## src/rtl/seven_seg_pkg.sv

```systemverilog
`timescale 1ns/1ps
`default_nettype none
// +----------------------------------------------------------------------+
// | seven_seg_pkg: shared segment patterns, anode and blink-mode codes    |
// | Rev 1.0                                                              |
// +----------------------------------------------------------------------+
package seven_seg_pkg;

  // Active-low gfedcba patterns for the displayable digits
  localparam logic [6:0] c_seg_0 = 7'b1000000;
  localparam logic [6:0] c_seg_1 = 7'b1111001;
  localparam logic [6:0] c_seg_2 = 7'b0100100;
  localparam logic [6:0] c_seg_3 = 7'b0110000;
  localparam logic [6:0] c_seg_4 = 7'b0011001;
  localparam logic [6:0] c_seg_5 = 7'b0010010;
  localparam logic [6:0] c_seg_6 = 7'b0000010;
  localparam logic [6:0] c_seg_7 = 7'b1111000;
  localparam logic [6:0] c_seg_8 = 7'b0000000;
  localparam logic [6:0] c_seg_9 = 7'b0011000;

  localparam logic [3:0] c_anode_blank = 4'b1111;

  typedef enum logic [1:0] {
    MODE_OFF  = 2'b00,
    MODE_ON   = 2'b01,
    MODE_05HZ = 2'b10,
    MODE_1HZ  = 2'b11
  } mode_e;

  // Driver ROM: codes above 9 render as a fully lit digit
  function automatic logic [6:0] seg_encode(input logic [3:0] code);
    logic [6:0] pat;
    case (code)
      4'd0:    pat = c_seg_0;
      4'd1:    pat = c_seg_1;
      4'd2:    pat = c_seg_2;
      4'd3:    pat = c_seg_3;
      4'd4:    pat = c_seg_4;
      4'd5:    pat = c_seg_5;
      4'd6:    pat = c_seg_6;
      4'd7:    pat = c_seg_7;
      4'd9:    pat = c_seg_9;
      default: pat = c_seg_8;
    endcase
    return pat;
  endfunction

endpackage
`default_nettype wire

```

## src/rtl/seven_seg_decode.sv

```systemverilog
`timescale 1ns/1ps
`default_nettype none
// +----------------------------------------------------------------------+
// | seven_seg_decode: active-low segment pattern to digit code            |
// | Rev 1.0                                                              |
// +----------------------------------------------------------------------+
module seven_seg_decode
  import seven_seg_pkg::*;
(
  input  logic [6:0] pattern,
  output logic       hit,
  output logic [3:0] code
);

  always_comb begin
    hit  = 1'b1;
    code = 4'd0;
    case (pattern)
      c_seg_0: code = 4'd0;
      c_seg_1: code = 4'd1;
      c_seg_2: code = 4'd2;
      c_seg_3: code = 4'd3;
      c_seg_4: code = 4'd4;
      c_seg_5: code = 4'd5;
      c_seg_6: code = 4'd6;
      c_seg_7: code = 4'd7;
      c_seg_8: code = 4'd8;
      c_seg_9: code = 4'd9;
      default: hit  = 1'b0;
    endcase
  end

endmodule
`default_nettype wire

```

## src/rtl/seven_seg_capture.sv

```systemverilog
`timescale 1ns/1ps
`default_nettype none
// +----------------------------------------------------------------------+
// | seven_seg_capture: recovers digits and blink mode from display pins   |
// | Rev 1.0                                                              |
// +----------------------------------------------------------------------+
module seven_seg_capture
  import seven_seg_pkg::*;
#(
  parameter int STABLE_CNT = 3,
  parameter int WIN_LEN    = 50_000_000
)(
  input  logic       f_clk,
  input  logic       rst_n,
  input  logic [3:0] anode,
  input  logic [6:0] cathodes,
  output logic [3:0] digit1,
  output logic [3:0] digit2,
  output logic [3:0] digit3,
  output logic [3:0] digit4,
  output logic [3:0] valid,
  output logic [3:0] seg_err,
  output logic       multi_err,
  output logic       update,
  output logic [1:0] mode_det,
  output logic       mode_valid
);

  localparam int RUN_W = $clog2(STABLE_CNT + 1);
  localparam int WIN_W = $clog2(WIN_LEN + 1);
  localparam logic [RUN_W-1:0] c_run_max  = RUN_W'(STABLE_CNT);
  localparam logic [RUN_W-1:0] c_run_pre  = RUN_W'(STABLE_CNT - 1);
  localparam logic [WIN_W-1:0] c_win_last = WIN_W'(WIN_LEN - 1);
  localparam logic [WIN_W-1:0] c_lit_thr  = WIN_W'(WIN_LEN / 8);

  logic [10:0]      r_sync1, r_sync2, r_prev;
  logic [1:0]       r_primed;
  logic [RUN_W-1:0] r_run;
  logic             w_match, w_accept;
  logic [3:0]       w_anode, w_sel;
  logic [6:0]       w_cath;
  logic             w_blank, w_single, w_hit;
  logic [3:0]       w_code;

  logic [3:0]       r_digit [4];
  logic [3:0]       r_valid, r_seg_err;
  logic             r_multi_err, r_update, r_lit_state;

  logic [WIN_W-1:0] r_win, r_lit, w_lit_sum;
  logic [3:0]       r_hist;
  logic [2:0]       r_nwin;
  logic             r_win_end, r_mode_valid;
  mode_e            r_mode, w_mode_next;

  // r_primed masks the two cycles where the synchronizer still holds reset zeros
  always_ff @(posedge f_clk or negedge rst_n) begin
    if (!rst_n) begin
      r_sync1  <= '0;
      r_sync2  <= '0;
      r_primed <= '0;
    end else begin
      r_sync1  <= {anode, cathodes};
      r_sync2  <= r_sync1;
      r_primed <= {r_primed[0], 1'b1};
    end
  end

  assign w_match  = (r_sync2 == r_prev);
  assign w_accept = r_primed[1] && w_match && (r_run == c_run_pre);

  always_ff @(posedge f_clk or negedge rst_n) begin
    if (!rst_n) begin
      r_prev <= '0;
      r_run  <= '0;
    end else if (r_primed[1]) begin
      r_prev <= r_sync2;
      if (r_run == '0 || !w_match) begin
        r_run <= RUN_W'(1);
      end else if (r_run != c_run_max) begin
        r_run <= r_run + 1'b1;
      end
    end
  end

  assign w_anode  = r_sync2[10:7];
  assign w_cath   = r_sync2[6:0];
  assign w_sel    = ~w_anode;
  assign w_blank  = (w_anode == c_anode_blank);
  assign w_single = (w_sel != 4'd0) && ((w_sel & (w_sel - 4'd1)) == 4'd0);

  seven_seg_decode u_decode (
    .pattern (w_cath),
    .hit     (w_hit),
    .code    (w_code)
  );

  always_ff @(posedge f_clk or negedge rst_n) begin
    if (!rst_n) begin
      for (int i = 0; i < 4; i++) r_digit[i] <= 4'd0;
      r_valid     <= '0;
      r_seg_err   <= '0;
      r_multi_err <= 1'b0;
      r_update    <= 1'b0;
      r_lit_state <= 1'b0;
    end else begin
      r_update <= w_accept && w_single && w_hit;
      if (w_accept) begin
        r_lit_state <= w_single;
        if (!w_blank && !w_single) r_multi_err <= 1'b1;
        for (int i = 0; i < 4; i++) begin
          if (w_single && w_sel[i]) begin
            if (w_hit) begin
              r_digit[i] <= w_code;
              r_valid[i] <= 1'b1;
            end else begin
              r_seg_err[i] <= 1'b1;
            end
          end
        end
      end
    end
  end

  // Blink classifier: the final cycle's lit contribution is folded in before the clear
  assign w_lit_sum = r_lit + WIN_W'(r_lit_state);

  always_ff @(posedge f_clk or negedge rst_n) begin
    if (!rst_n) begin
      r_win     <= '0;
      r_lit     <= '0;
      r_hist    <= '0;
      r_nwin    <= '0;
      r_win_end <= 1'b0;
    end else begin
      r_win_end <= 1'b0;
      if (r_win == c_win_last) begin
        r_win     <= '0;
        r_lit     <= '0;
        r_hist    <= {r_hist[2:0], (w_lit_sum >= c_lit_thr)};
        r_win_end <= 1'b1;
        if (r_nwin != 3'd4) r_nwin <= r_nwin + 3'd1;
      end else begin
        r_win <= r_win + 1'b1;
        r_lit <= w_lit_sum;
      end
    end
  end

  always_comb begin
    w_mode_next = r_mode;
    case (r_hist)
      4'b1111:                            w_mode_next = MODE_ON;
      4'b0000:                            w_mode_next = MODE_OFF;
      4'b0101, 4'b1010:                   w_mode_next = MODE_1HZ;
      4'b0011, 4'b0110, 4'b1100, 4'b1001: w_mode_next = MODE_05HZ;
      default:                            ;
    endcase
  end

  always_ff @(posedge f_clk or negedge rst_n) begin
    if (!rst_n) begin
      r_mode       <= MODE_OFF;
      r_mode_valid <= 1'b0;
    end else if (r_win_end) begin
      r_mode <= w_mode_next;
      if (r_nwin == 3'd4) r_mode_valid <= 1'b1;
    end
  end

  assign digit1     = r_digit[0];
  assign digit2     = r_digit[1];
  assign digit3     = r_digit[2];
  assign digit4     = r_digit[3];
  assign valid      = r_valid;
  assign seg_err    = r_seg_err;
  assign multi_err  = r_multi_err;
  assign update     = r_update;
  assign mode_det   = r_mode;
  assign mode_valid = r_mode_valid;

endmodule
`default_nettype wire
```

## config.mk

```make
export PLATFORM = sky130hd
export DESIGN_NAME = seven_seg_capture
export DESIGN_NICKNAME = d
export VERILOG_FILES = /design/src/rtl/seven_seg_pkg.sv /design/src/rtl/seven_seg_decode.sv /design/src/rtl/seven_seg_capture.sv
export SDC_FILE = /design/constraint.sdc
export NUM_CORES = 1
export LEC_CHECK = 0
export ABC_CLOCK_PERIOD_IN_PS = 2900
export BUFFER_PORTS_ARGS = -buffer_cell sky130_fd_sc_hd__clkbuf_2
export CAP_MARGIN = 0
export CORE_MARGIN = 2
export CORE_UTILIZATION = 60
export DETAILED_ROUTE_END_ITERATION = 7
export PLACE_DENSITY_LB_ADDON = 0.3
export SYNTH_ARGS = -nofsm -noshare
export SYNTH_HDL_FRONTEND = slang
export SYNTH_SLANG_ARGS = --single-unit
```

## constraint.sdc

```tcl
create_clock -name f_clk -period 2.9 [get_ports f_clk]
set_input_delay 0 -clock f_clk [delete_from_list [all_inputs] [get_ports f_clk]]
set_output_delay 0 -clock f_clk [all_outputs]
set_load 0.05 [all_outputs]
```

==> impl_results.md, run 1 <==
* Met1 Use GR at 0.333
* Clk sinks at 127
* Drt pass-1 iters at 5
* IO Pins at 42
* Worst-margin pin slew at 0.747 ns
* Synthesized instance count at 541
* Fin. Hold Viols at 0
* H-tree depth at 4
* Starting Density at 0.612
* Synth-to-layout area growth at 17.0%
* Crit path max fanout at 8
* Final HPWL DP at 7790 um
* Met2 usage at 0.397
* Largest net degree at the start of global routing at 128
* Mapped Nets at 563
* Vias in the first global route at 4194
* Clock Path Buffers at 2
* Root buf cell: clkbuf_8
* Initial antenna violation count at 0
* Post-route ant nets at 0
* Largest stage delay, worst path at 0.55 ns
* Number of enable flip-flop cells after synthesis at 0
* Crit Path Category: flop to flop
* Synthesized area at 5900 um2
* Drc violations at 0
* Syn_area_per_cell at 10.9 um2
* Final global-route overflow total at 0
* Yosys warns at 0
* P_leak at 0.00318 uW
* Distinct cell type count after synthesis at 61
* WL/cell at 15.9 um
* CP arrival at 3.01 ns
* First-pass GRT wire length at 20000 um
* Setup repair after global routing missed its margin: false
* Max cap viols at 0
* Most frequent cells after synthesis: dfrtp_1 (127), nor2_1 (51), xnor2_1 (41), nand2_1 (35), nand3_1 (30)
* Main area contributors after synthesis: dfrtp_1 (54%), xnor2_1 (6.1%), mux2_2 (4.6%)
* Place WS at 0.319 ns
* Placer Congestion at 0.925
* # port buffers at 41
* Reg clk slew, reported paths at 0.06 ns
* Flop-to-flop setup slack at 0.28 ns
* Pwr Total at 3850 uW
* FF+latch count, synth at 127
* DRT iter0 DRCs at 218
* Worst path slowest cell: nor4_2
* Clock latency on the worst-skew pair at 0.52 ns
* Global routing's busiest layer: met2
* GR Util met3 at 0.0569
* Hold/Removal Path Class: primary input to asynchronous set/reset pin
* CTS tree: done
* TNS Setup at 0 ns
* Synth Flop Type: dfrtp_1
* Slew headroom at 0.494
* # rows at 36
* Inserted Clock Buffers at 17
* Fin util at 0.715
* Gr usage total at 0.246
* CP Buf/Inv Count at 0
* Skew final at 0.00941 ns
* Count leader, synth: dfrtp_1
* Crit-path cells: xnor2_1 > nand4_1 > nor4_2 > o311ai_1 > nor2_2 > mux2_2
* Core outline area at 9640 um2
* Layout cells sized above 1 at 0.204
* Power Dens Cells at 558 nW/um2
* Final worst path period share at 0.902
* Drt total wl at 11800 um
* Fin worst setup slack at 0.284 ns
* Finish-stage setup viols at 0
* Vias per inst at 5.63
* Fin nets at 621
* Post-CTS Setup Bufs at 0
* Post-CTS sizing at 0
* Seq/Total Area, Yosys at 0.539
* Top cell type's share of synthesized area at 0.539
* Final slew viol count at 0
* Top cell family by delay on the critical path: simple AND/OR/NAND/NOR gates
* Die Wd at 103 um
* Hold_buf cts at 12
* Die span in y at 103 um
* Ys async rst share at 1.00
* Startpoint types: flop
* Maximum vdd ir drop at 0.350 mV
* CP required at 3.29 ns
* Leading area contributor after synthesis: dfrtp_1
* Die area at 10600 um2
* Achievable Freq at 382 MHz
* Via Count at 4195
* Status: finished, final reports clean
* Ant diodes at 0
* Worst Setup End Kind: flop
* Fin crit period at 2.62 ns
## path summary, 6_finish.rpt
check | from | endpoint | cells after the start
min reg2reg | r_sync1[3] | r_sync2[3] | 0
min | rst_n | valid[0] | 3
max in group asynchronous | rst_n | r_hist[3] | 3
max reg2reg | r_sync2[0] | digit4[1] | 6
max | r_sync2[0] | digit4[1] | 6
min in group f_clk | anode[0] | r_sync1[7] | 2
## power breakdown
group / internal (uW) / leakage [uW] / switching (uW) / total [uW]
sequential: 1810 / 0.00167 / 34.4 / 1840
combinational: 60.2 / 0.00126 / 68.4 / 129
clock: 1060 / 0.000251 / 815 / 1880
total: 2930 / 0.00318 / 918 / 3850
## registers in the layout, indices dropped and copies added (netlist names), 2 cells and up
register and count:
r_lit 26, r_run 2, seg_err 4, r_sync1 11, digit2 4, r_nwin 3, r_prev 11, digit3 4
r_win 26, r_hist 4, digit1 4, r_primed 2, mode_det 2, valid 4, digit4 4, r_sync2 11
## per-layer routing
| layer | vias up | part of all wire | wire, um |
|---|---|---|---|
| li1 | 2000 | - | - |
| met1 | 2069 | 0.46 | 5450 |
| met2 | 114 | 0.49 | 5760 |
| met3 | 12 | 0.045 | 533 |
| met4 | 0 | 0.0090 | 107 |
| met5 | - | 0 | 0 |
## cells by family after synthesis
logic type / share of synthesized area
simple gates: 0.195
other cells: 0.000636
xor+xnor: 0.0936
flops: 0.539
buf+inv: 0.0289
fa+ha+maj: 0.0208
compound gates: 0.0575
mux: 0.0645
## cell usage in the layout (no fill, tap or decap), types with 14 or more instances in the layout
cell / instances
inv_1: 21
xnor2_1: 41
nand4_1: 14
nand3_1: 30
dfrtp_1: 127
clkbuf_2: 40
xor2_1: 22
nor2_1: 51
nand2_1: 35
mux2_2: 24
clkbuf_16: 16
## stage by stage
step / cell area, um2 / hold slack [ns] / instances
after floorplan: 5900 / -0.296 / 541
after CTS: 6900 / 0.103 / 745
after global placement: 6250 / 0.108 / 701
after global routing: 6900 / 0.111 / 745
after detailed placement: 6250 / 0.110 / 701
final: 6900 / 0.118 / 745
## layout make-up
cell class / instances / area (um2)
clock buffers: 18 / 418
clock inverters: 14 / 109
fillers: 690 / 2740
inverters: 21 / 78.8
multi-input cells: 372 / 2550
flip-flops and latches: 127 / 3180
well taps: 133 / 166
repair buffers: 60 / 393
## tightest hold or removal path, delay by kind of cell
kind	cells	cell delay, ns
buffers and inverters	3	1.09
Power figures use the tool's default switching activity.
==> run 2, diff against run 1 <==
- CTS_BUF_LIST: default -> sky130_fd_sc_hd__clkbuf_4
==> impl_results.md, run 2 (synthesis results as in run 1) <==
* Clock Path Buffers at 2
* Drt total wl at 11500 um
* Maximum vdd ir drop at 0.234 mV
* Reg clk slew, reported paths at 0.12 ns
* Top cell family by delay on the critical path: simple AND/OR/NAND/NOR gates
* P_leak at 0.00306 uW
* CP required at 3.37 ns
* Placer Congestion at 0.925
* WL/cell at 15.4 um
* Core outline area at 9640 um2
* Largest net degree at the start of global routing at 128
* Via Count at 4221
* Power Dens Cells at 459 nW/um2
* Final global-route overflow total at 0
* Max cap viols at 0
* Max layer used: met4
* Fin nets at 621
* Final non-filler cell total at 745
* CP arrival at 3.05 ns
* Finish-stage setup viols at 0
* Sequential power share at 0.604
* Skew final at 0.0158 ns
* R2r startpoint: r_lit_state
* Initial antenna violation count at 0
* Hold/Removal Path Class: primary input to asynchronous set/reset pin
* Fin crit period at 2.58 ns
* Inserted Clock Buffers at 17
* Vias per inst at 5.67
* Ant diodes at 0
* Gr usage total at 0.239
* Commonest non-fill, non-tap cell in the layout: dfrtp_1
* Crit path max fanout at 7
* Switch Pwr at 814 uW
* Worst-margin pin slew at 0.746 ns
* Largest stage delay, worst path at 0.54 ns
* Synth-to-layout area growth at 12.2%
* Int Power at 2220 uW
* Clock power share at 0.354
* H-tree depth at 4
* Clock latency on the worst-skew pair at 0.54 ns
* CTS tree: done
* IO Pins at 42
* Worst Setup End Kind: flop
* First-pass GRT wire length at 19400 um
* Fillers at 748
* FF-to-FF End: r_hist[0]
* Post-CTS sizing at 0
* Final HPWL DP at 7790 um
* Combinational share of power at 0.042
* Flop-to-flop setup slack at 0.32 ns
* Dpl cells at 701
* CP Buf/Inv Count at 0
* Crit-path cells: ha_1 > ha_1 > and2_2 > nand3_4 > or4_4 > and2_4 > or4_1 > o21ai_1
* R2R cell count at 8
* Minimum hold slack at 0.0937 ns
* Layout cells sized above 1 at 0.206
* DRT iter0 DRCs at 227
* Stages on worst setup path at 8
* Register area at 3180 um2
* Clk sinks at 127
* Met1 Wirelength at 5240 um
* # rows at 36
* Drc violations at 0
* Most frequent CP cell: ha_1
* Met2 wire len at 5430 um
* Crit path to: r_hist[0]
* Switching Fraction at 0.268
* Critical Path Source: r_lit_state
* Status: finished, final reports clean
* TNS Setup at 0 ns
* Top flop regs: r_lit: 26 flops, r_win: 26 flops
* Setup repair after global routing missed its margin: false
* Met3 routed WL at 593 um
* Crit Path Category: flop to flop
* Die span in y at 103 um
* Multi-input logic area at 2550 um2
* Worst path slowest cell: or4_1
* Final slew viol count at 0
* Startpoint types: flop
* Root buf cell: clkbuf_4
* Die Wd at 103 um
* Drt pass-1 iters at 6
* Post-route ant nets at 0
* # port buffers at 41
* Achievable Freq at 388 MHz
* Final worst path period share at 0.889
* Fin. Hold Viols at 0
* Pwr Total at 3040 uW
* Starting Density at 0.612
* Most frequent cells in the layout: dfrtp_1 (127), nor2_1 (51), xnor2_1 (41), clkbuf_2 (40), nand2_1 (35)
* Die area at 10600 um2
* Vias in the first global route at 4124
* Slew headroom at 0.494
==> run 2: changes by cell type in the layout (fill, tap and decap cells not counted) <==
cell	delta
clkbuf_16	-16
clkbuf_8	-1
clkbuf_4	+18
clkbuf_1	-1
==> run 2: worst min-delay path, cell delays in order <==
cell	delay, ns
dlygate4sd3_1	0.52
buf_4	0.11
buf_12	0.47
==> run 2: what timing repair did <==
action | 4_1_cts | 5_1_grt
setup buffers | 0 | 0
endpoints found under the hold margin | 138 | 0
hold buffers | 12 | 0
==> run 2: power groups by stage <==
stage	Sequential (uW)	Clock, uW	Combinational (uW)
6_report	1840	1070	128
5_1_grt	1840	1180	144
4_1_cts	1830	1100	130
3_5_place_dp	1870	0	117
3_3_place_gp	1870	0	112
2_1_floorplan	1850	0	70.1
==> run 2: stage by stage <==
step	setup slack (ns)	util	area [um2]
4_1_cts	0.320	0.686	6610
6_report	0.323	0.686	6610
2_1_floorplan	0.510	-	5900
3_3_place_gp	0.449	0.648	6250
3_5_place_dp	0.319	0.648	6250
5_1_grt	0.0667	0.686	6610
==> run 2: how the worst min path moves through the flow <==
stage	start	endpoint	slack [ns]	cells after the start
after global placement	cathodes[5]	r_sync1[5]	0.11	1
after global routing	anode[0]	r_sync1[7]	0.06	2
after CTS	anode[0]	r_sync1[7]	0.07	2
final	rst_n	digit1[0]	0.09	3
after detailed placement	cathodes[5]	r_sync1[5]	0.11	1
after floorplan	rst_n	digit1[0]	-0.30	0
==> run 2: final cells by class <==
| type | count | area share |
|---|---|---|
| sequential | 127 | 0.481 |
| multi-input combinational | 372 | 0.386 |
| timing repair buffer | 60 | 0.0594 |
| tap | 133 | 0.0252 |
| clock buffer | 18 | 0.0204 |
| clock inverter | 14 | 0.0165 |
| inverter | 21 | 0.0119 |
==> run 2: per-layer routing <==
metal,up-vias,track usage
li1,2004,-
met1,2080,0.318
met2,118,0.385
met3,19,0.0576
met4,0,0.0870
met5,-,0
==> run 3, diff against run 2 <==
==> constraint.sdc (replaced) <==
create_clock -name f_clk -period 2.9 [get_ports f_clk]
set_input_delay 0.29 -clock f_clk [delete_from_list [all_inputs] [get_ports f_clk]]
set_output_delay 0.29 -clock f_clk [all_outputs]
set_load 0.05 [all_outputs]
==> impl_results.md, run 3 (synthesis results as in run 1) <==
* Post-CTS Setup Bufs at 0
* Clk sinks at 127
* Gr usage total at 0.233
* Final HPWL DP at 7810 um
* Fin nets at 621
* Initial antenna violation count at 0
* Reg clk slew, reported paths at 0.10 ns
* Power Dens Cells at 482 nW/um2
* Skew final at 0.0164 ns
* DRT iter0 DRCs at 199
* Dpl cells at 701
* Fin. Hold Viols at 0
* Largest net degree at the start of global routing at 64
* First-pass GRT wire length at 19100 um
* Root buf cell: clkbuf_4
* Final global-route overflow total at 0
* Maximum vdd ir drop at 0.261 mV
* Crit path max fanout at 8
* Setup repair after global routing missed its margin: false
* Final slew viol count at 0
* Finish-stage setup viols at 0
* Fillers at 725
* Die Wd at 103 um
* Die area at 10600 um2
* Largest stage delay, worst path at 0.50 ns
* Clock Path Buffers at 2
* Clock latency on the worst-skew pair at 0.52 ns
* Hold/Removal Path Class: flop to flop
* Switching Fraction at 0.239
* Crit-path cells: nor3b_1 > or3b_1 > nand3_1 > o311ai_1 > nor2_2 > mux2_2
* CP arrival at 2.95 ns
* Drt total wl at 11500 um
* Post-route ant nets at 0
* Worst path slowest cell: dfrtp_1
* Hold Path Depth at 0
* Core outline area at 9640 um2
* Achievable Freq at 393 MHz
* Post-CTS sizing at 0
* H-tree depth at 4
* Ant diodes at 0
* Drc violations at 0
* Inserted Clock Buffers at 17
* Commonest non-fill, non-tap cell in the layout: dfrtp_1
* IO Pins at 42
* Placer Congestion at 0.933
* Switch Pwr at 769 uW
* Die span in y at 103 um
* Vias per inst at 5.66
* Final non-filler cell total at 745
* Vias in the first global route at 4074
* Final worst path period share at 0.878
* WL/cell at 15.5 um
* Sequential power share at 0.570
* Most frequent cells in the layout: dfrtp_1 (127), nor2_1 (51), xnor2_1 (41), clkbuf_2 (40), nand2_1 (35)
* Crit Path Category: flop to flop
* Worst-margin pin slew at 0.794 ns
* Worst Setup End Kind: flop
* Status: finished, final reports clean
* CTS tree: done
* Hold_buf cts at 12
* P_leak at 0.00307 uW
* TNS Setup at 0 ns
* # rows at 36
* Layout cells sized above 1 at 0.199
* CP required at 3.31 ns
* R2R cell count at 6
* Drt pass-1 iters at 5
* Combinational share of power at 0.040
* # port buffers at 41
* Via Count at 4219
* Clock power share at 0.390
* Int Power at 2450 uW
* Startpoint types: flop
* Top flop regs: r_lit: 26 flops, r_win: 26 flops
* Fin crit period at 2.55 ns
* Starting Density at 0.612
* Slew headroom at 0.462
* Max cap viols at 0
* Synth-to-layout area growth at 13.3%
[run 3: changes by cell type in the layout (fill, tap and decap cells not counted), sizes merged]
cell / before / now
bufinv: 0 / 3
clkbuf: 58 / 57
clkinv: 4 / 6
clkinvlp: 4 / 5
inv: 27 / 22
[run 3: cell type report]
class / count / area [um2] / area share
clock buffers: 17 / 128 / 0.0191
clock inverters: 15 / 169 / 0.0253
inverters: 21 / 78.8 / 0.0118
multi-input cells: 372 / 2550 / 0.382
flip-flops and latches: 127 / 3180 / 0.476
well taps: 133 / 166 / 0.0249
repair buffers: 60 / 405 / 0.0607
[run 3: stage by stage]
step           total power (uW)  setup WS (ns)  utilization  instance area [um2]  hold WS, ns
6_report                   3220          0.354        0.693                 6680        0.364
5_1_grt                    3350          0.185        0.693                 6680        0.376
4_1_cts                    3250          0.350        0.693                 6680        0.363
3_5_place_dp               1990          0.368        0.650                 6260        0.341
3_3_place_gp               1980          0.443        0.650                 6260        0.334
2_1_floorplan              1920          0.510            -                 5900     -0.00559
[run 3: metal layers]
metal / up-vias / wire (um) / track usage
met5: - / 0 / 0
met4: 0 / 163 / 0.0911
met3: 20 / 490 / 0.0502
met2: 117 / 5480 / 0.361
met1: 2082 / 5390 / 0.326
li1: 2000 / - / -
[run 3: power groups by stage]
stage	combinational [uW]	clock, uW	sequential (uW)
6_report	128	1260	1840
5_1_grt	144	1360	1840
3_5_place_dp	117	0	1870
3_3_place_gp	114	0	1870
4_1_cts	131	1280	1840
2_1_floorplan	70.1	0	1850
[run 3: worst max-delay path: cells and delay by family (launching register included)]
| family | cells | cell delay, ns |
|---|---|---|
| AND/OR/NAND/NOR | 4 | 1.28 |
| multiplexers | 1 | 0.37 |
| AO/OA/AOI/OAI | 1 | 0.28 |
| flip-flops | 1 | 0.50 |
[run 3: path summary, 6_finish.rpt]
path	startpoint	to	slack, ns
worst max-delay path	r_sync2[1]	digit4[2]	0.35
worst min-delay path	r_sync1[1]	r_sync2[1]	0.36
worst max register to register	r_sync2[1]	digit4[2]	0.35
worst min register to register	r_sync1[1]	r_sync2[1]	0.36
max in group asynchronous	rst_n	r_sync2[10]	1.74
min in group asynchronous	rst_n	digit1[3]	0.40
